### config.mk
export PLATFORM = sky130hd
export DESIGN_NAME = sipo_frame_ctrl_flat
export DESIGN_NICKNAME = d
export VERILOG_FILES = /design/src/rtl/sipo_frame_ctrl_if.sv /design/src/rtl/sipo_frame_ctrl.sv /design/src/flat_wrapper.sv
export SDC_FILE = /design/constraint.sdc
export NUM_CORES = 1
export LEC_CHECK = 0
export ABC_AREA = 1
export BUFFER_PORTS_ARGS = -buffer_cell sky130_fd_sc_hd__buf_2
export CORE_MARGIN = 2
export CORE_UTILIZATION = 58
export DETAILED_ROUTE_END_ITERATION = 16
export GPL_TIMING_DRIVEN = 0
export PLACE_DENSITY = 0.78
export SLEW_MARGIN = 15
export SYNTH_ARGS = -nofsm -noshare
export SYNTH_HDL_FRONTEND = slang
export SYNTH_SLANG_ARGS = --single-unit
### constraint.sdc
create_clock -name clk -period 2.19 [get_ports clk]
set_clock_uncertainty 0.05 [all_clocks]
set_input_delay 0 -clock clk [delete_from_list [all_inputs] [get_ports clk]]
set_output_delay 0 -clock clk [all_outputs]
set_load 0.05 [all_outputs]
### src/rtl/sipo_frame_ctrl_if.sv
// Bundle of the serial capture path signals: frame/serial inputs, consumer handshake and
// status outputs. The master side drives the serial pin and consumer controls; the slave
// side is the capture sequencer.
interface sipo_frame_ctrl_if #(
  parameter int unsigned DATA_W = 8
);
  logic              en;
  logic              fs;
  logic              sdi;
  logic              ready;
  logic              clr;
  logic              sft;
  logic [DATA_W-1:0] data;
  logic              valid;
  logic              busy;
  logic              ovr;
  logic              perr;

  modport master (
    output en, fs, sdi, ready, clr,
    input  sft, data, valid, busy, ovr, perr
  );

  modport slave (
    input  en, fs, sdi, ready, clr,
    output sft, data, valid, busy, ovr, perr
  );
endinterface

### src/rtl/sipo_frame_ctrl.sv
// Serial-in/parallel-out frame sequencer. A frame-sync pulse starts a frame of DATA_W bits,
// each BIT_DIV clocks long; the last clock of each bit period carries a one-cycle shift
// strobe and the serial input is shifted MSB-first on the following edge. Completed words
// move into a holding register under a valid/ready handshake; a word arriving while the
// previous one is still unconsumed is dropped and flags a sticky overrun.
// Optional feature macro: SIPO_PARITY_EN adds a trailing even-parity bit per frame and
// reports a parity mismatch alongside the held word.
module sipo_frame_ctrl #(
  parameter int unsigned DATA_W  = 8,
  parameter int unsigned BIT_DIV = 4
) (
  input logic              clk,
  input logic              rst_n,
  sipo_frame_ctrl_if.slave bus
);

  localparam int unsigned DivW = $clog2(BIT_DIV);
  localparam int unsigned CntW = $clog2(DATA_W);
  localparam logic [DivW-1:0] DivLast = DivW'(BIT_DIV - 1);
  localparam logic [DivW-1:0] DivOne  = DivW'(1);
  localparam logic [CntW-1:0] CntLast = CntW'(DATA_W - 1);
  localparam logic [CntW-1:0] CntOne  = CntW'(1);

`ifdef SIPO_PARITY_EN
  typedef enum logic [1:0] {StIdle, StShift, StPar, StDone} state_e;
`else
  typedef enum logic [1:0] {StIdle, StShift, StDone} state_e;
`endif

  state_e            state_q;
  logic [DivW-1:0]   div_q;
  logic [CntW-1:0]   cnt_q;
  logic [DATA_W-1:0] sr_q;
  logic              sft_q;
  logic              busy_q;
  logic [DATA_W-1:0] data_q;
  logic              valid_q;
  logic              ovr_q;
  logic              load;
  logic              accept;

`ifdef SIPO_PARITY_EN
  logic              par_q;
  logic              perr_q;
`endif

  // Sequencer: strobe and busy are registered by looking one cycle ahead at the divider.
  always_ff @(posedge clk or negedge rst_n) begin
    if (!rst_n) begin
      state_q <= StIdle;
      div_q   <= '0;
      cnt_q   <= '0;
      sr_q    <= '0;
      sft_q   <= 1'b0;
      busy_q  <= 1'b0;
`ifdef SIPO_PARITY_EN
      par_q   <= 1'b0;
`endif
    end else if (!bus.en) begin
      // Disable aborts the frame; a partial word never reaches the holding register.
      state_q <= StIdle;
      div_q   <= '0;
      cnt_q   <= '0;
      sr_q    <= '0;
      sft_q   <= 1'b0;
      busy_q  <= 1'b0;
    end else begin
      unique case (state_q)
        StIdle: begin
          if (bus.fs) begin
            state_q <= StShift;
            div_q   <= '0;
            cnt_q   <= '0;
            busy_q  <= 1'b1;
            sft_q   <= 1'b0;
          end
        end
        StShift: begin
          if (div_q == DivLast) begin
            sr_q  <= {sr_q[DATA_W-2:0], bus.sdi};
            div_q <= '0;
            sft_q <= 1'b0;
            if (cnt_q == CntLast) begin
              cnt_q   <= '0;
`ifdef SIPO_PARITY_EN
              state_q <= StPar;
`else
              state_q <= StDone;
`endif
            end else begin
              cnt_q <= cnt_q + CntOne;
            end
          end else begin
            div_q <= div_q + DivOne;
            sft_q <= ((div_q + DivOne) == DivLast);
          end
        end
`ifdef SIPO_PARITY_EN
        StPar: begin
          if (div_q == DivLast) begin
            par_q   <= bus.sdi;
            div_q   <= '0;
            sft_q   <= 1'b0;
            state_q <= StDone;
          end else begin
            div_q <= div_q + DivOne;
            sft_q <= ((div_q + DivOne) == DivLast);
          end
        end
`endif
        StDone: begin
          state_q <= StIdle;
          busy_q  <= 1'b0;
        end
        default: begin
          state_q <= StIdle;
          busy_q  <= 1'b0;
          sft_q   <= 1'b0;
        end
      endcase
    end
  end

  // The DONE exit edge offers the word; it is taken only if the holding slot is free
  // or being emptied on the same edge.
  assign load   = (state_q == StDone) && bus.en;
  assign accept = !valid_q || bus.ready;

  // Holding register and handshake; a coinciding load keeps valid high.
  always_ff @(posedge clk or negedge rst_n) begin
    if (!rst_n) begin
      data_q  <= '0;
      valid_q <= 1'b0;
`ifdef SIPO_PARITY_EN
      perr_q  <= 1'b0;
`endif
    end else if (load && accept) begin
      data_q  <= sr_q;
      valid_q <= 1'b1;
`ifdef SIPO_PARITY_EN
      perr_q  <= ^{sr_q, par_q};
`endif
    end else if (valid_q && bus.ready) begin
      valid_q <= 1'b0;
    end
  end

  // Sticky overrun; a new overrun beats a simultaneous clear.
  always_ff @(posedge clk or negedge rst_n) begin
    if (!rst_n) begin
      ovr_q <= 1'b0;
    end else if (load && !accept) begin
      ovr_q <= 1'b1;
    end else if (bus.clr) begin
      ovr_q <= 1'b0;
    end
  end

  assign bus.sft   = sft_q;
  assign bus.busy  = busy_q;
  assign bus.data  = data_q;
  assign bus.valid = valid_q;
  assign bus.ovr   = ovr_q;
`ifdef SIPO_PARITY_EN
  assign bus.perr  = perr_q;
`else
  assign bus.perr  = 1'b0;
`endif

endmodule
### src/flat_wrapper.sv
// flat-port wrapper written by rule: the top's interface ports become plain ports
module sipo_frame_ctrl_flat 
#(
  parameter int unsigned DATA_W  = 8,
  parameter int unsigned BIT_DIV = 4
)
  (clk, rst_n, bus_en, bus_fs, bus_sdi, bus_ready, bus_clr, bus_sft, bus_data, bus_valid, bus_busy, bus_ovr, bus_perr);
  sipo_frame_ctrl_if #(.DATA_W(DATA_W)) bus_i ();
  input logic clk;
  input logic rst_n;
  input wire logic [$bits(bus_i.en)-1:0] bus_en;
  input wire logic [$bits(bus_i.fs)-1:0] bus_fs;
  input wire logic [$bits(bus_i.sdi)-1:0] bus_sdi;
  input wire logic [$bits(bus_i.ready)-1:0] bus_ready;
  input wire logic [$bits(bus_i.clr)-1:0] bus_clr;
  output wire logic [$bits(bus_i.sft)-1:0] bus_sft;
  output wire logic [$bits(bus_i.data)-1:0] bus_data;
  output wire logic [$bits(bus_i.valid)-1:0] bus_valid;
  output wire logic [$bits(bus_i.busy)-1:0] bus_busy;
  output wire logic [$bits(bus_i.ovr)-1:0] bus_ovr;
  output wire logic [$bits(bus_i.perr)-1:0] bus_perr;
  assign bus_i.en = bus_en;
  assign bus_i.fs = bus_fs;
  assign bus_i.sdi = bus_sdi;
  assign bus_i.ready = bus_ready;
  assign bus_i.clr = bus_clr;
  assign bus_sft = bus_i.sft;
  assign bus_data = bus_i.data;
  assign bus_valid = bus_i.valid;
  assign bus_busy = bus_i.busy;
  assign bus_ovr = bus_i.ovr;
  assign bus_perr = bus_i.perr;
  sipo_frame_ctrl #(.DATA_W(DATA_W), .BIT_DIV(BIT_DIV)) u_core (.clk(clk), .rst_n(rst_n), .bus(bus_i));
endmodule
==> metrics.md <==
| Metric | Value |
|---|---|
| Outcome | completed |
| Startpoint types | register |
| FF/Latch Area | a little under 700 µm² |
| Buf/Inv on CP | 2 |
| Placer Congestion | approximately 0.82 |
| Seq/Total Area, Yosys | between 50% and 60% |
| P&R area growth vs syn | 17.8% |
| Post-CTS setup buffers | 0 |
| Share of the synthesized area in the top cell type | between 50 and 60% |
| Filler Cells Inserted | approximately 160 |
| Place WS | a little over 600 ps |
| Die Y | 50.2 µm |
| Setup TNS | 0 ps |
| Delay of the slowest critical-path stage | ~420 ps |
| Comb pwr share | 17.9% |
| Commonest non-fill, non-tap cells in the layout | 30 x nand2_1, 27 x dfrtp_1, 21 x inv_1 |
| Initial core utilization | 62.4% |
| Core box area | between 0.0015 and 0.002 mm² |
| Fin crit period | 1610 ps |
| CP endpoint kind | register |
| Commonest non-fill, non-tap cell in the layout | nand2_1 |
| Synth area leaders | dfrtp_1 55%, nand2_1 9.1%, inv_1 6.4% |
| CTS sink cnt | 27 |
| Via Count | ~980 |
| Peak VDD IR | about 0.00047 V |
| Starting DRT DRC Count | 15 |
| CTS max path bufs | 2 |
| Crit path DAT | 1760 ps |
| DR pass1 iterations | 4 |
| Max Fclk | approximately 620 MHz |
| Slew Viols, Final | 0 |
| TritonCTS clock tree | built |
| N_diodes | 0 |
| First-pass GRT wire length | about 4100 µm |
| Leak | around 0.79 nW |
| Sw frac | a little under 30% |
| Share of layout cells above drive strength 1 | roughly a quarter |
| Overflow after GRT | 0 |
| Vias per Instance | slightly above 5 |
| Synth Instances | around 140 |
| Syn Std Cell Area | roughly 0.0012 mm² |
| All-layer global routing usage | between 20% and 30% |
| # setup viols final | 0 |
| Syn_nets | 149 |
| CP required | approximately 2300 ps |
| Relative slew slack | roughly three fifths |
| Clk pwr share | between 20% and 30% |
| Die area | between 0.002 and 0.003 mm² |
| RSZ-0062 raised after global routing | no |
| Multi-input gate area | 454 µm² |
| Max Cap Violations | 0 |
| Post-synth top area cell | dfrtp_1 |
| Worst-margin pin slew | 580 ps |
| DR WL/cell | 12.2 µm |
| Final Hold Viols | 0 |
| Initial antenna violation count | 0 |
| Final HPWL DP | around 1700 µm |
| Synth cell types | 19 |
| Sequential share of power | ~60% |
| Drt drc | 0 |
| Resized Gates After CTS | 0 |
| Die Wd | ~50 µm |
| Sw Pwr | 0.000269 W |
| CP top delay family | compound AO/OA/AOI/OAI gates |
| Clk Latency, worst-skew pair | around 320 ps |
| H-tree depth reported by CTS | 1 |
| CP Class | register to register |
| Root Buffer Master | clkbuf_4 |
| Worst hold path class | input port to register |
| Final ANT Viol Nets | 0 |
| Clock buffer count from CTS | 3 |
| I/O Buffers | 18 |
| CP Cell Sequence | ha_1 -> buf_2 -> inv_1 -> o21ai_1 -> o21ai_0 |
| PnR worst setup slack | about 580 ps |
| Final wirelength | roughly 2400 µm |
| Worst-path clk slew | approximately 130 ps |
| Crit-path max FO | 10 |
| Vias in the first global route | 979 |
| Fin crit share | about three quarters |
| Net count, final | between 150 and 200 |
| Slowest stage cell, crit path | dfrtp_1 |
| Pint | 0.000646 W |
| Pwr/cell area | around 630 mW/mm² |
| Pin count of the biggest net entering global routing | 28 |
| Placement row count | 16 |
| Synthesis Warnings | 0 |
| FF+latch count, synth | 27 |
| Syn Area/Cell | roughly 9 µm² |
| IO Pins | 20 |
==> metrics by stage <==
step                util, %  hold WS, ps  power, W  std cells  cell area [µm²]
floorplan                 -         -346  0.000655        138             1240
CTS                    73.5         51.0  0.000922        194             1460
detailed placement     68.7        -19.6  0.000706        183             1360
finish                 73.5         57.9  0.000915        194             1460
global route           73.5         79.1  0.000966        194             1460
global placement       68.7        -26.5  0.000693        183             1360
==> layout make-up <==
type | count | area share, %
plain buffers | 3 | 1.63
flip-flops and latches | 27 | 46.4
repair buffers | 25 | 11.0
inverters | 22 | 5.75
multi-input cells | 86 | 31.2
clock buffers | 4 | 1.80
well taps | 27 | 2.32
==> power groups by stage <==
stage,logic [W],registers (W),clock network [W]
after floorplan,0.0000927,0.000562,0
after global placement,0.000142,0.000551,0
after detailed placement,0.000154,0.000553,0
after CTS,0.000163,0.000543,0.000216
after global routing,0.000186,0.000546,0.000234
final,0.000163,0.000542,0.000209
==> flip-flops by register name, indices dropped and copies added, names as in the netlist <==
name	cells
u_core.bus.busy	1
u_core.bus.data	8
u_core.bus.ovr	1
u_core.bus.sft	1
u_core.bus.valid	1
u_core.cnt_q	3
u_core.div_q	2
u_core.sr_q	8
u_core.state_q	2
==> worst min-delay path, stage by stage <==
cell and delay (ps):
buf_2 140, inv_1 90, nor2_1 50, nand3_1 70
nand2_1 50
==> path summary, 6_finish.rpt <==
path | startpoint | to | slack (ps) | cells after the start
max | u_core.div_q[0] | u_core.sr_q[5] | 580 | 5
min | bus_en | u_core.cnt_q[0] | 60 | 5
max reg2reg | u_core.div_q[0] | u_core.sr_q[5] | 580 | 5
min reg2reg | u_core.bus.busy | u_core.bus.busy | 440 | 2
max in group asynchronous | rst_n | u_core.cnt_q[0] | 1570 | 2
min in group asynchronous | rst_n | u_core.bus.data[0] | 140 | 2
==> logic make-up (layout without fill, tap and decap cells) <==
family	after synthesis	in the layout	share of synthesized area (%)
AO/OA/AOI/OAI	21	21	11.2
adder cells (fa/ha/maj)	4	4	4.04
buffers and inverters	25	54	8.70
other	1	1	0.303
flip-flops	27	27	54.6
AND/OR/NAND/NOR	60	60	21.1
==> metal layers <==
metal	track usage [%]	vias up	wire [µm]
li1	-	495	-
met1	26.1	467	1010
met2	37.9	14	1250
met3	3.57	5	60
met4	9.72	0	44
met5	0	-	0
==> cell usage after synthesis <==
| cell type | number |
|---|---|
| o21ai_2 | 8 |
| conb_1 | 1 |
| buf_6 | 1 |
| buf_2 | 1 |
| clkinv_2 | 1 |
| nand2_2 | 5 |
| ha_1 | 4 |
| buf_4 | 1 |
| nor2_1 | 9 |
| o22ai_1 | 1 |
| nand2_1 | 30 |
| inv_1 | 21 |
| o211ai_1 | 1 |
| o21ai_0 | 10 |
| nor2_2 | 2 |
| nand3_1 | 13 |
| nand4_1 | 1 |
| o21ai_1 | 1 |
| dfrtp_1 | 27 |
==> repair_timing <==
action | CTS | global route
endpoints found under the hold margin | 32 | 0
hold buffers | 7 | 0
setup endpoints to repair | 0 | 0
Power figures use the tool's default switching activity.
